`src/rtl/fifo_uart_tx.sv`:
```
// Serial transmit stage behind a registered-read FIFO: pops one byte per frame and
// shifts it out as start bit, DATA_W data bits LSB first, optional even parity, stop bit.
module fifo_uart_tx #(
  parameter int CLKS_PER_BIT = 16,
  parameter int DATA_W       = 8,
  parameter int PARITY_EN    = 0
) (
  input  logic              clk,
  input  logic              rst_n0,
  input  logic [DATA_W-1:0] fifo_data0,
  input  logic              fifo_empty0,
  output logic              fifo_read_enable0,
  input  logic              enable0,
  output logic              tx0,
  output logic              busy0,
  output logic [15:0]       bytes_sent0
);

  localparam int BAUD_W = (CLKS_PER_BIT > 1) ? $clog2(CLKS_PER_BIT) : 1;
  localparam int BIT_W  = (DATA_W > 1) ? $clog2(DATA_W) : 1;
  localparam logic [BAUD_W-1:0] BAUD_LAST = BAUD_W'(CLKS_PER_BIT - 1);
  localparam logic [BIT_W-1:0]  BIT_LAST  = BIT_W'(DATA_W - 1);

  typedef enum logic [2:0] {
    S_IDLE,
    S_POP,
    S_LOAD,
    S_START,
    S_DATA,
    S_PARITY,
    S_STOP
  } state_t;

  state_t            state_q, state_d;
  logic [BAUD_W-1:0] baud_q, baud_d;
  logic [BIT_W-1:0]  bit_q, bit_d;
  logic [DATA_W-1:0] shift_q, shift_d;
  logic              parity_q, parity_d;
  logic [15:0]       sent_q, sent_d;
  logic              tx_q, tx_d;
  logic              rd_q, rd_d;
  logic              busy_q, busy_d;
  logic              baud_last;

  always_comb begin
    state_d   = state_q;
    baud_d    = baud_q;
    bit_d     = bit_q;
    shift_d   = shift_q;
    parity_d  = parity_q;
    sent_d    = sent_q;
    baud_last = (baud_q == BAUD_LAST);

    case (state_q)
      S_IDLE: begin
        if (enable0 && !fifo_empty0) begin
          state_d = S_POP;
        end
      end
      S_POP: begin
        state_d = S_LOAD;
      end
      S_LOAD: begin
        shift_d  = fifo_data0;
        parity_d = ^fifo_data0;
        state_d  = S_START;
      end
      S_START: begin
        if (baud_last) begin
          state_d = S_DATA;
        end
      end
      S_DATA: begin
        if (baud_last) begin
          shift_d = shift_q >> 1;
          if (bit_q == BIT_LAST) begin
            bit_d   = '0;
            state_d = (PARITY_EN != 0) ? S_PARITY : S_STOP;
          end else begin
            bit_d = bit_q + 1'b1;
          end
        end
      end
      S_PARITY: begin
        if (baud_last) begin
          state_d = S_STOP;
        end
      end
      S_STOP: begin
        if (baud_last) begin
          sent_d  = sent_q + 16'd1;
          state_d = S_IDLE;
        end
      end
      default: begin
        state_d = S_IDLE;
      end
    endcase

    // Baud counter restarts on every state change; it also wraps between data bits.
    if (state_d != state_q) begin
      baud_d = '0;
    end else if (state_q == S_START || state_q == S_DATA ||
                 state_q == S_PARITY || state_q == S_STOP) begin
      baud_d = baud_last ? '0 : baud_q + 1'b1;
    end

    // Outputs are decoded from the next state so they leave the flops glitch-free.
    rd_d   = (state_d == S_POP);
    busy_d = (state_d != S_IDLE);
    case (state_d)
      S_START:  tx_d = 1'b0;
      S_DATA:   tx_d = shift_d[0];
      S_PARITY: tx_d = parity_d;
      default:  tx_d = 1'b1;
    endcase
  end

  always_ff @(posedge clk or negedge rst_n0) begin
    if (!rst_n0) begin
      state_q  <= S_IDLE;
      baud_q   <= '0;
      bit_q    <= '0;
      shift_q  <= '0;
      parity_q <= 1'b0;
      sent_q   <= '0;
      tx_q     <= 1'b1;
      rd_q     <= 1'b0;
      busy_q   <= 1'b0;
    end else begin
      state_q  <= state_d;
      baud_q   <= baud_d;
      bit_q    <= bit_d;
      shift_q  <= shift_d;
      parity_q <= parity_d;
      sent_q   <= sent_d;
      tx_q     <= tx_d;
      rd_q     <= rd_d;
      busy_q   <= busy_d;
    end
  end

  assign tx0               = tx_q;
  assign fifo_read_enable0 = rd_q;
  assign busy0             = busy_q;
  assign bytes_sent0       = sent_q;

endmodule

```
`config.mk`:
```
export PLATFORM = sky130hd
export DESIGN_NAME = fifo_uart_tx
export DESIGN_NICKNAME = d
export VERILOG_FILES = /design/src/rtl/fifo_uart_tx.sv
export SDC_FILE = /design/constraint.sdc
export NUM_CORES = 1
export LEC_CHECK = 0
export CORE_MARGIN = 10
export CORE_UTILIZATION = 39
export CTS_CLUSTER_DIAMETER = 40
export DETAILED_ROUTE_END_ITERATION = 8
export PLACE_DENSITY = 0.65
export SLEW_MARGIN = 20
export SYNTH_ARGS = -nofsm -noshare
export SYNTH_HDL_FRONTEND = slang
export SYNTH_SLANG_ARGS = --single-unit
```
`constraint.sdc`:
```
create_clock -name clk -period 4.6 [get_ports clk]
set_input_delay 0.92 -clock clk [delete_from_list [all_inputs] [get_ports clk]]
set_output_delay 0.92 -clock clk [all_outputs]
set_load 0.005 [all_outputs]
```
==> Flow_metrics.wiki <==
{| class="wikitable"
! Metric !! Value
|-
| Yosys Warn Count || 0
|-
| Setup Fix Bufs, Post-CTS || 0
|-
| Via count of the first global-routing pass || roughly 1.4k
|-
| Per-instance average area after synthesis || 10.87 sq um
|-
| Number of buffer and inverter stages on the critical path || 1
|-
| Share of synthesized area occupied by flip-flops and latches || 51.21%
|-
| Fraction of layout cells with a size suffix above 1 || 10.73%
|-
| Remaining global-route overflow || 0
|-
| Run status || finished clean
|-
| Flip-flop and latch count after synthesis || 38
|-
| Input/output buffers || 30
|-
| DRC errors left || 0
|-
| Worst-Skew Late Latency || 290 ps
|-
| IR Drop Worst-Case VDD || 110.5 uV
|-
| Cell type with the highest aggregate area in the netlist || dfrtp_1
|-
| GRT Resource Usage Total || 9.949%
|-
| CTS Buf Count || 5
|-
| Worst Setup Path Type || flip-flop to output pin
|-
| Post_cts resized || 0
|-
| Initial antenna violation count || 0
|-
| Switching portion of total power || between 20% and 30%
|-
| Launching element type of the critical path || flip-flop
|-
| Antenna cells || 0
|-
| Max cap viols || 0
|-
| Number of placed I/O pins || 31
|-
| Number of clock sinks || 38
|-
| Number of nets in the final layout || 220
|-
| DRT Wirelength || 3.652 mm
|-
| Slew at the pin closest to its max-slew limit || between 800 and 900 ps
|-
| Fraction of registers with async set/reset || between 90% and 100%
|-
| Max-slew violation count || 0
|-
| Die height || just under 90 um
|-
| Cells taking the most area after synthesis || dfrtp_1 (50%), xnor2_1 (8.5%), nand2_1 (4.2%), ha_1 (2.7%), a22oi_1 (2.4%)
|-
| WL/cell || 14.10 um
|-
| CTS Hold Bufs || 0
|-
| NetSw || 139.9 uW
|-
| Root buf cell || clkbuf_8
|-
| Slowest stage cell on the critical path || dfstp_2
|-
| Area overhead of the layout relative to synthesis || 23.89%
|-
| Final clock period utilization by the worst path || 48.50%
|-
| Final setup violating endpoints || 0
|-
| Clock transition at the register clock pins on the worst setup and hold paths after CTS || 80 ps
|-
| Post-synthesis instance total || roughly 170
|-
| Largest net degree at the start of global routing || 39
|-
| Part of the total power dissipated in sequential elements || 55.4%
|-
| Most instantiated flip-flop cell in the synthesis netlist || dfrtp_1
|-
| Most frequent cell after synthesis || dfrtp_1
|-
| Number of optimization iterations in the first detailed-route pass || 4
|-
| Number of placement rows || 25
|-
| Final min period || between 2000 and 2500 ps
|-
| Smallest setup slack after layout || around 2400 ps
|-
| Chip width || 89.05 um
|-
| Count of antenna-violating nets left after detailed routing || 0
|-
| Share of Yosys cell area claimed by the top area cell type || 49.80%
|-
| Ranking of synthesized cells by instance count || dfrtp_1 (37), nand2_1 (21), xnor2_1 (18), nand3_1 (7)
|-
| Data arrival, critical path || 1310 ps
|-
| Max H-tree Level || 2
|-
| Clock network power share || ~39%
|-
| Synthesized netlist net count || 187
|-
| Final RePlAce weighted congestion || roughly 0.75
|-
| Leakage Power || 0.0009930 uW
|-
| Required @ worst endpoint || 3680 ps
|-
| Total internal power || 481.0 uW
|-
| Series of cell instances along the critical path || clkdlybuf4s50_1
|-
| Pre-CTS WS || 2252 ps
|-
| Largest buffer count on any clock path || 2
|-
| Filler instances || 443
|-
| HP Class || flip-flop to flip-flop
|-
| Kind of cell adding the most delay to the critical path || flip-flops
|-
| CTS tree || done
|-
| Biggest cell delay along the critical path || ~530 ps
|-
| Total half-perimeter wirelength after legalization and detailed placement || 2.637 mm
|-
| Power density normalized to cell area || 269.5 nW/um^2
|-
| Achievable clock frequency || 0.4482 GHz
|-
| Wire length of the first global-routing pass || roughly 6.3 mm
|-
| RSZ-0062 raised after global routing || false
|-
| Via count || 1,370
|-
| Die Footprint || 7929 sq um
|-
| Endpoint class of the critical path || output pin
|-
| Worst relative slew slack || 43.27%
|-
| Combinational cell fraction of total power || 6.0%
|-
| EDFF count, synth || 0
|-
| Count of different cell masters after synthesis || 41
|-
| Sum of negative setup slack || 0 ps
|-
| Via count normalized by instance count || 5.290
|-
| Largest fanout on the critical path || 1
|-
| Post-route clock skew || ~5.3 ps
|-
| Initial core utilization || 39.89%
|-
| Hold violation total from the final report || 0
|-
| Iteration-0 DRC count of the detailed router || 38
|-
| Core Region || 4661 sq um
|-
| Syn Std Cell Area || 1859 sq um
|}
## power by group through the flow
stage / combinational (uW) / clock (uW) / sequential [uW]
finish: 37.1 / 240 / 344
detailed placement: 38.2 / 0 / 351
global placement: 37.9 / 0 / 350
floorplan: 17.6 / 0 / 350
global route: 42.4 / 267 / 345
CTS: 38.3 / 253 / 344
## path summary, 6_finish.rpt
| check | startpoint | to | slack, ps | cells past startpoint |
|---|---|---|---|---|
| worst max-delay path | tx0$_DFF_PN1_ | tx0 | 2370 | 1 |
| worst min-delay path | bytes_sent0[15]$_DFFE_PN0P_ | bytes_sent0[15]$_DFFE_PN0P_ | 470 | 1 |
| worst max register to register | baud_q[0]$_DFFE_PN0P_ | tx0$_DFF_PN1_ | 2710 | 5 |
| worst min register to register | bytes_sent0[15]$_DFFE_PN0P_ | bytes_sent0[15]$_DFFE_PN0P_ | 470 | 1 |
| max in group asynchronous | rst_n0 | bit_q[0]$_DFFE_PN0P_ | 3340 | 1 |
| min in group asynchronous | rst_n0 | bytes_sent0[5]$_DFFE_PN0P_ | 740 | 1 |
## stage by stage
step	utilization, %	instance area (sq um)	instances	power [uW]	hold slack (ps)
after floorplan	-	1859	171	367.4	445.9
after global placement	47.38	2208	251	388.2	461.2
after detailed placement	47.38	2208	251	388.9	467.1
after CTS	49.42	2303	259	635.2	478.3
after global routing	49.42	2303	259	654.6	509.2
final	49.42	2303	259	620.9	466.7
## area by class of cell
cell class	count	area, sq um	area share (%)
flip-flops and latches	38	952.2	41.34
clock inverters	2	12.51	0.5432
repair buffers	32	310.3	13.47
clock buffers	6	82.58	3.585
inverters	3	11.26	0.4889
well taps	54	67.56	2.933
multi-input cells	124	867.1	37.64
## metal layers
metal | wire length [um] | part of all wire (%) | global-route usage, %
met3 | 273 | 7.5 | 3.373
met5 | 0 | 0 | 0
met4 | 58 | 1.6 | 4.335
met2 | 1644 | 45 | 15.76
met1 | 1676 | 46 | 12.02
## cells by family (layout without fill, tap and decap cells)
family / Yosys count / after routing / share of synthesized area [%]
fa+ha+maj: 4 / 4 / 2.692
flops: 38 / 38 / 51.21
xor+xnor: 23 / 23 / 10.83
mux: 5 / 5 / 2.961
simple gates: 65 / 65 / 19.58
compound gates: 27 / 27 / 10.57
buf+inv: 9 / 43 / 2.153
## layout by cell type (no fill, tap or decap), types with 2 or more instances in the layout
cell	Yosys	final
and4_1	2	2
o221ai_1	2	2
xnor2_1	18	18
inv_1	3	3
xor2_1	5	5
nor2_1	5	5
or3_1	4	4
buf_4	0	2
clkbuf_8	0	6
nor3b_1	2	2
and2_1	3	3
nand2b_1	3	3
nand4_1	5	5
and3_1	4	4
a22oi_1	6	6
clkdlybuf4s50_1	0	29
o31ai_1	2	2
nand3_1	7	7
dfrtp_1	37	37
nand2_1	21	21
mux2_2	4	4
ha_1	4	4
o21ai_0	4	4
a21oi_1	6	6
## sequential cells by signal, summed over array words and instances, names as in the netlist
signal,count
state_q,3
parity_q,1
tx0,1
shift_q,8
bytes_sent0,16
baud_q,4
busy0,1
fifo_read_enable0,1
bit_q,3
(Power assumes the default switching activity.)
